### src/rtl/ifft4_stream.sv
// ifft4_stream: streaming 4-point inverse FFT, two registered radix-2 stages with 1/2 scaling each
module ifft4_stream #(
  parameter int WIDTH = 32
) (
  input  logic             clk,
  input  logic             rst_n,
  input  logic             in_valid_i,
  output logic             in_ready_o,
  input  logic [WIDTH-1:0] in_data_i,
  output logic             out_valid_o,
  input  logic             out_ready_i,
  output logic [WIDTH-1:0] out_data_o,
  output logic             out_last_o
);
  localparam int HALF = WIDTH / 2;
  typedef enum logic [1:0] {COLLECT, STAGE1, STAGE2, EMIT} state_t;
  state_t           state_q;
  logic [1:0]       idx_q;
  logic [WIDTH-1:0] buf_q [4];
  logic [WIDTH-1:0] p0_q, p1_q, q0_q, q1_q;
  // one extra bit of headroom, then floor-halve by dropping the LSB
  function automatic logic [HALF-1:0] hs(input logic [HALF-1:0] a, input logic [HALF-1:0] b, input logic sub);
    logic [HALF:0] s;
    s = sub ? {a[HALF-1], a} - {b[HALF-1], b} : {a[HALF-1], a} + {b[HALF-1], b};
    return s[HALF:1];
  endfunction
  function automatic logic [WIDTH-1:0] cs(input logic [WIDTH-1:0] a, input logic [WIDTH-1:0] b, input logic sub);
    return {hs(a[WIDTH-1:HALF], b[WIDTH-1:HALF], sub), hs(a[HALF-1:0], b[HALF-1:0], sub)};
  endfunction
  assign in_ready_o  = state_q == COLLECT;
  assign out_valid_o = state_q == EMIT;
  assign out_data_o  = out_valid_o ? buf_q[idx_q] : '0;
  assign out_last_o  = out_valid_o && idx_q == 2'd3;
  // frame FSM: collect, butterfly stage 1, butterfly stage 2 (results overwrite the input buffer), emit
  always_ff @(posedge clk or negedge rst_n) begin
    if (!rst_n) begin
      state_q <= COLLECT;
      idx_q   <= '0;
      p0_q    <= '0;
      p1_q    <= '0;
      q0_q    <= '0;
      q1_q    <= '0;
      for (int i = 0; i < 4; i++) buf_q[i] <= '0;
    end else begin
      case (state_q)
        COLLECT: if (in_valid_i) begin
          buf_q[idx_q] <= in_data_i;
          idx_q        <= idx_q + 2'd1;
          if (idx_q == 2'd3) state_q <= STAGE1;
        end
        STAGE1: begin
          p0_q    <= cs(buf_q[0], buf_q[2], 1'b0);
          p1_q    <= cs(buf_q[0], buf_q[2], 1'b1);
          q0_q    <= cs(buf_q[1], buf_q[3], 1'b0);
          q1_q    <= cs(buf_q[1], buf_q[3], 1'b1);
          state_q <= STAGE2;
        end
        STAGE2: begin
          buf_q[0] <= cs(p0_q, q0_q, 1'b0);
          buf_q[2] <= cs(p0_q, q0_q, 1'b1);
          buf_q[1] <= {hs(p1_q[WIDTH-1:HALF], q1_q[HALF-1:0], 1'b1), hs(p1_q[HALF-1:0], q1_q[WIDTH-1:HALF], 1'b0)};
          buf_q[3] <= {hs(p1_q[WIDTH-1:HALF], q1_q[HALF-1:0], 1'b0), hs(p1_q[HALF-1:0], q1_q[WIDTH-1:HALF], 1'b1)};
          state_q  <= EMIT;
        end
        EMIT: if (out_ready_i) begin
          idx_q <= idx_q + 2'd1;
          if (idx_q == 2'd3) state_q <= COLLECT;
        end
        default: state_q <= COLLECT;
      endcase
    end
  end
endmodule

### config.mk
export PLATFORM = sky130hd
export DESIGN_NAME = ifft4_stream
export DESIGN_NICKNAME = d
export VERILOG_FILES = /design/src/rtl/ifft4_stream.sv
export SDC_FILE = /design/constraint.sdc
export NUM_CORES = 1
export LEC_CHECK = 0
export ABC_CLOCK_PERIOD_IN_PS = 2400
export BUFFER_PORTS_ARGS = -buffer_cell sky130_fd_sc_hd__buf_2
export CORE_ASPECT_RATIO = 0.6
export CORE_MARGIN = 5
export CORE_UTILIZATION = 45
export CTS_CLUSTER_DIAMETER = 100
export DETAILED_ROUTE_END_ITERATION = 8
export PLACE_DENSITY_LB_ADDON = 0.3
export SKIP_LAST_GASP = 1
export SLEW_MARGIN = 20
export SYNTH_ARGS = -nofsm -noshare
export SYNTH_HDL_FRONTEND = slang
export SYNTH_SLANG_ARGS = --single-unit
### constraint.sdc
create_clock -name clk -period 2.4 [get_ports clk]
set_input_delay 0.36 -clock clk [delete_from_list [all_inputs] [get_ports clk]]
set_output_delay 0.36 -clock clk [all_outputs]
set_load 0.05 [all_outputs]
==> After elaboration in Yosys (flattened, before gate mapping) <==
Cells that the tools add are included.
{ "word_totals": {"regBits": 260, "in_bits": 36, "output_inout_bits": 35, "word_cells": 63} }
{ "op_classes": {"n_addsub": 17, "magnitude_cmp": 2, "eq_ne": 8, "muxes": 17, "bitwise": 1, "reduce_logical": 8} }
{ "op_table": {"columns": ["op", "count"], "rows": [
  ["$pmux 128 s2", 1],
  ["$add 16x16->17", 8],
  ["$sub 16x16->17", 8],
  ["$bwmux 128", 1],
  ["$mux 128", 1],
  ["$mux 32", 4],
  ["$bmux 32 s2", 1],
  ["$demux 32 s2", 1],
  ["$mux 2", 6],
  ["$pmux 2 s4", 1],
  ["$eq 2x2->1 const B", 3],
  ["$ne 2x1->1 const B", 3],
  ["$pmux 2 s2", 1],
  ["$reduce_and 4->1", 1],
  ["$reduce_bool 2->1", 2],
  ["$ge 3x3->1 const B", 1],
  ["$lt 3x1->1 const B", 1],
  ["$not 2->3", 1],
  ["$reduce_and 3->1", 1],
  ["$add 2x1->2 const B", 1],
  ["$eq 2x1->1 const B", 1],
  ["$logic_and 1x1->1", 2],
  ["$logic_not 2->1", 1],
  ["$ne 2x2->1 const B", 1],
  ["$reduce_and 2->1", 1]
]} }

==> Longest topological paths before layout <==
{ "logic_depth": {"depth_word": 8, "mapped_depth": 11, "ltp_nobuf": 11} }

==> Worst setup path after synthesis <==
OpenSTA, ideal clock, no wires.
{ "synth_timing": {"path_type": "reg-to-reg", "start": "reg idx_q[0]", "end": "reg buf_q[41] (netlist bit)", "setup_time_ns": 0.142, "arrival_time_ns": 2.441, "required_ns": 2.258, "setup_slack_ns": -0.183, "stages_incl_launch_ff": 9, "n_path_buf": 4, "period_less_slack_ns": 2.583, "cell_sequence": "dfrtp_1 > clkbuf_1 > buf_1 > inv_1 > ha_1 > o21ai_0 > clkbuf_1 > clkbuf_1 > o221ai_1"} }
{ "synth_via": {"elab_chain_cells": 8, "elab_cells_between_ends": 9, "cone_classes": "order compare (2); mux (5); bitwise (1); reduce/logical (1)"} }
{ "synth_lines": {"columns": ["item", "line_no", "rtl"], "rows": [
  ["start: declaration", "18", "logic [1:0] idx_q;"],
  ["start signal: assignment", "48", "idx_q <= idx_q + 2'd1;"],
  ["start signal: assignment", "66", "idx_q <= idx_q + 2'd1;"],
  ["$not 2->3 (not written as such) (*)", "47", "buf_q[idx_q] <= in_data_i;"],
  ["$ge 3x3->1 (not written as such) or $lt 3x1->1 (tied branches)", "47", null],
  ["$logic_and 1x1->1 (not written as such)", "47", null],
  ["$mux 32 (not written as such)", "47", null],
  ["$demux 32 s2 (*)", "47", null],
  ["$bwmux 128 (*)", "47", null],
  ["$mux 128 (*)", "46", "COLLECT: if (in_valid_i) begin"],
  ["$pmux 128 s2 (*)", "45", "case (state_q)"],
  ["end signal: indexed assignment", "47", null],
  ["end: declaration", "19", "logic [WIDTH-1:0] buf_q [4];"]
]} }
Every way passes the cells marked *; elsewhere a longest branch is shown, timed or not. The select of a mux whose other input is x is not followed.
A chain may end at the register's enable or synchronous reset.

==> Worst setup path in the final report <==
{ "layout_timing": {"start": "reg q0_q[17]", "end": "reg buf_q[63] (netlist bit)"} }
{ "layout_via": {"elab_chain_cells": 2} }
{ "layout_lines": {"columns": ["item", "line_no", "rtl"], "rows": [
  ["start: declaration", "20", "logic [WIDTH-1:0] p0_q, p1_q, q0_q, q1_q;"],
  ["start signal: assignment", "54", "q0_q <= cs(buf_q[1], buf_q[3], 1'b0);"],
  ["$sub 16x16->17", "24", "s = sub ? {a[HALF-1], a} - {b[HALF-1], b} : {a[HALF-1], a} + {b[HALF-1], b};"],
  ["$pmux 128 s2", "45", null]
]} }
No other way between the ends.

==> flow_summary_export.csv <==
group,metric,value,unit
floorplanning,die_h,186,um
clock_tree,insertion_delay,0.60,ns
timing,final_hold_viol_count,0,
yosys,synth_area,23300,sq um
setup_path,worstPathMaxFanout,4,
setup_path,critPathSlowestCell,"dfrtp_2",
clock_tree,tritoncts,"yes",
timing,setup_viol,101,
setup_path,path_cells,"buf_6, fa_2, nand2b_4, a21oi_4, o41a_1, nand3_2, nand4_1, buf_4, a311oi_2, a221o_1",
cells_and_area,area_growth,43.7,%
placed_design,gp_congestion,0.962,
routing,via_count,24200,
grt,gr-total-overflow,0,
setup_path,crit_path_end_kind,"flip-flop",
clock_tree,clkTransAtPathRegs,0.07,ns
placed_design,post-dp-hpwl,66600,um
grt,first_global_vias,23600,
cells_and_area,layout.nets,3713,
worst_hold_path,hp-start,"in_data_i[22]",
floorplanning,die-area,56600,sq um
timing,fin_ws,-0.303,ns
timing,min_period_over_period,113,%
placed_design,dp.cells,3969,
grt,grt_pass1_wl,138000,um
yosys,synth_fp_nets,3116,
worst_hold_path,hp-class,"primary input to flip-flop",
cells_and_area,utilization,65.5,%
timing,worst_pin_slew,0.625,ns
setup_path,r2r-start,"q0_q[17]",
timing,timing.fmax,370,MHz
cells_and_area,final_cells,4126,
grt,grt_max_degree,72,
routing,drt_first_pass_iters,5,
floorplanning,pin_count,71,
yosys,yosysSeqAreaShare,27.9,%
floorplanning,fp.dieW,304,um
clock_tree,cts.sinks,260,
setup_path,worstSetupStartpoint,"q0_q[17]",
yosys,synth-edff-count,0,
routing,wire_per_inst,22.2,um
run,max_cap_viol_count,0,
cells_and_area,drive_gt1_share,37.3,%
setup_path,cp-start-kind,"flip-flop",
routing,ant_nets,0,
floorplanning,rows,64,
routing,drtIter0Drc,2628,
setup_path,critPathRequiredTime,2.87,ns
clock_tree,cts_htree_levels,1,
placed_design,dpl_worst_slack,-0.605,ns
yosys,ys_ff_latch,260,
floorplanning,initial_core_util,45.6,%
yosys,async_flop_share,100,%
clock_tree,root_buffer,"clkbuf_16",
outcome,status,"complete, but fails checks",
timing,report.final.slew_viol_count,0,
clock_tree,cts_buffers,29,
timing,setup-tns-final,-11.29,ns
setup_path,cp.arrival,3.18,ns
yosys,ys_types,83,
timing,finalCriticalPeriod,2.70,ns
yosys,synthFlopType,"dfrtp_1",
timing,slew_headroom,58.2,%
timing,clock_skew,0.0137,ns
outcome,violations,"setup timing",
timing,rsz0062_at_grt,"yes",
yosys,yosysWarningCount,0,
placed_design,portBuffers,70,
setup_path,critPathKind,"flip-flop to flip-flop",
grt,grt_usage,30.8,%
routing,wl,91700,um
routing,vias_per_cell,5.86,
floorplanning,core_area,51100,sq um
routing,drcViolationCount,0,
yosys,synth_area_per_cell,8.27,sq um
yosys,synthCells,2816,
setup_path,max_stage_delay,0.45,ns
clock_tree,clockBufferDepth,3,
grt,antenna_found_initial,2,
==> synth_stat cells, types with 13 or more instances <==
| cell type | instances | area [sq um] |
|---|---|---|
| a211oi_1 | 39 | 293 |
| a21o_1 | 50 | 375 |
| a21oi_1 | 304 | 1520 |
| a221oi_1 | 24 | 210 |
| a31oi_1 | 28 | 175 |
| and2_1 | 48 | 300 |
| and3_1 | 13 | 81.3 |
| buf_1 | 13 | 48.8 |
| buf_2 | 20 | 100 |
| clkbuf_1 | 135 | 507 |
| dfrtp_1 | 260 | 6510 |
| fa_1 | 16 | 320 |
| ha_1 | 248 | 3100 |
| inv_1 | 233 | 875 |
| mux2_2 | 24 | 270 |
| mux2i_1 | 20 | 200 |
| mux4_2 | 32 | 721 |
| nand2_1 | 146 | 548 |
| nand2b_1 | 56 | 350 |
| nand3_1 | 39 | 195 |
| nand4_1 | 13 | 81.3 |
| nor2_1 | 314 | 1180 |
| nor2b_1 | 47 | 294 |
| nor3_1 | 47 | 235 |
| nor4_1 | 13 | 81.3 |
| o211ai_1 | 14 | 105 |
| o21a_1 | 15 | 113 |
| o21ai_0 | 179 | 896 |
| o21bai_1 | 31 | 233 |
| o22ai_1 | 23 | 144 |
| o31ai_1 | 26 | 195 |
| or3_1 | 14 | 87.6 |
| xnor2_1 | 146 | 1280 |
| xor2_1 | 41 | 359 |
==> stage by stage <==
stage / hold WS [ns] / area, sq um
2_1_floorplan: 0.0644 / 23300
5_1_grt: 0.0969 / 33500
3_3_place_gp: 0.309 / 28400
3_5_place_dp: 0.308 / 28400
6_report: 0.0882 / 33500
4_1_cts: 0.0646 / 31900
==> logic make-up after synthesis <==
kind of cell | count (synthesis) | share of synthesized area, %
AOI/OAI and AO/OA | 838 | 22.5
and+or+nand+nor | 786 | 16.0
buffers and inverters | 405 | 6.70
muxes | 76 | 5.11
xor gates and xnor gates | 187 | 7.03
adders and majority gates | 264 | 14.7
DFF | 260 | 27.9
==> area by class of cell <==
class                           instances  area (sq um)
Inverter                              235           891
Tap cell                              693           867
Clock inverter                          9           151
Fill cell                            4086         17600
Multi-Input combinational cell       2151         18200
Clock buffer                           41           851
Antenna cell                            1          2.50
Timing Repair Buffer                  736          5950
Sequential cell                       260          6520
==> critical path: cells and delay by family (launching register included) <==
kind	cells	cell delay [ns]
AOI/OAI and AO/OA	4	0.87
and+or+nand+nor	3	0.56
DFF	1	0.45
adders and majority gates	1	0.39
buffers and inverters	2	0.30
==> metal layers <==
| metal | routed length (um) | global-route usage, % | vias up |
|---|---|---|---|
| met5 | 0 | 0 | - |
| li1 | - | - | 11000 |
| met2 | 37400 | 43.6 | 1135 |
| met1 | 42400 | 46.9 | 11900 |
| met3 | 9990 | 8.21 | 142 |
| met4 | 1910 | 6.83 | 0 |
==> cell usage in the layout (no fill, tap or decap), types with 29 or more instances in the layout <==
cell type  Yosys  routed
buf_4          0     576
nor2_1       314     299
dfrtp_1      260     246
a21oi_1      304     240
inv_1        233     203
ha_1         248     200
nand2_1      146     142
xnor2_1      146     123
o21ai_0      179     116
buf_6          2      68
buf_2         20      64
a21o_1        50      50
a21oi_2        0      46
nand2b_1      56      42
nor3_1        47      38
ha_4           0      38
and2_1        48      36
o21ai_1        8      36
xor2_1        41      35
nand3_1       39      33
mux4_2        32      32
nor2b_1       47      30
clkbuf_16      0      29
==> registers in the layout, summed over array words and instances (netlist names) <==
signal and count:
buf_q 128, idx_q 2, p0_q 32, p1_q 32, q0_q 32, q1_q 32, state_q 2
==> timing repair <==
item	CTS	global route
setup buffers	76	54
hold buffers	1	0
endpoints found under the setup margin	173	173
pin swaps	183	220
hold endpoints to repair	44	0
cloned	1	0
resized for setup	400	284
==> path summary, 6_finish.rpt <==
kind                              to  slack, ns  cells after the start
setup / recovery           buf_q[63]      -0.30                     10
hold / removal             buf_q[22]       0.09                      3
setup reg to reg           buf_q[63]      -0.30                     10
hold reg to reg             q1_q[31]       0.55                      1
max in group asynchronous    q1_q[0]       1.28                      3
min in group asynchronous  buf_q[47]       0.27                      2
Power is left out: the tool's default activity adds up to more than one toggle a clock period on the data nets, which glitch-free logic cannot reach.
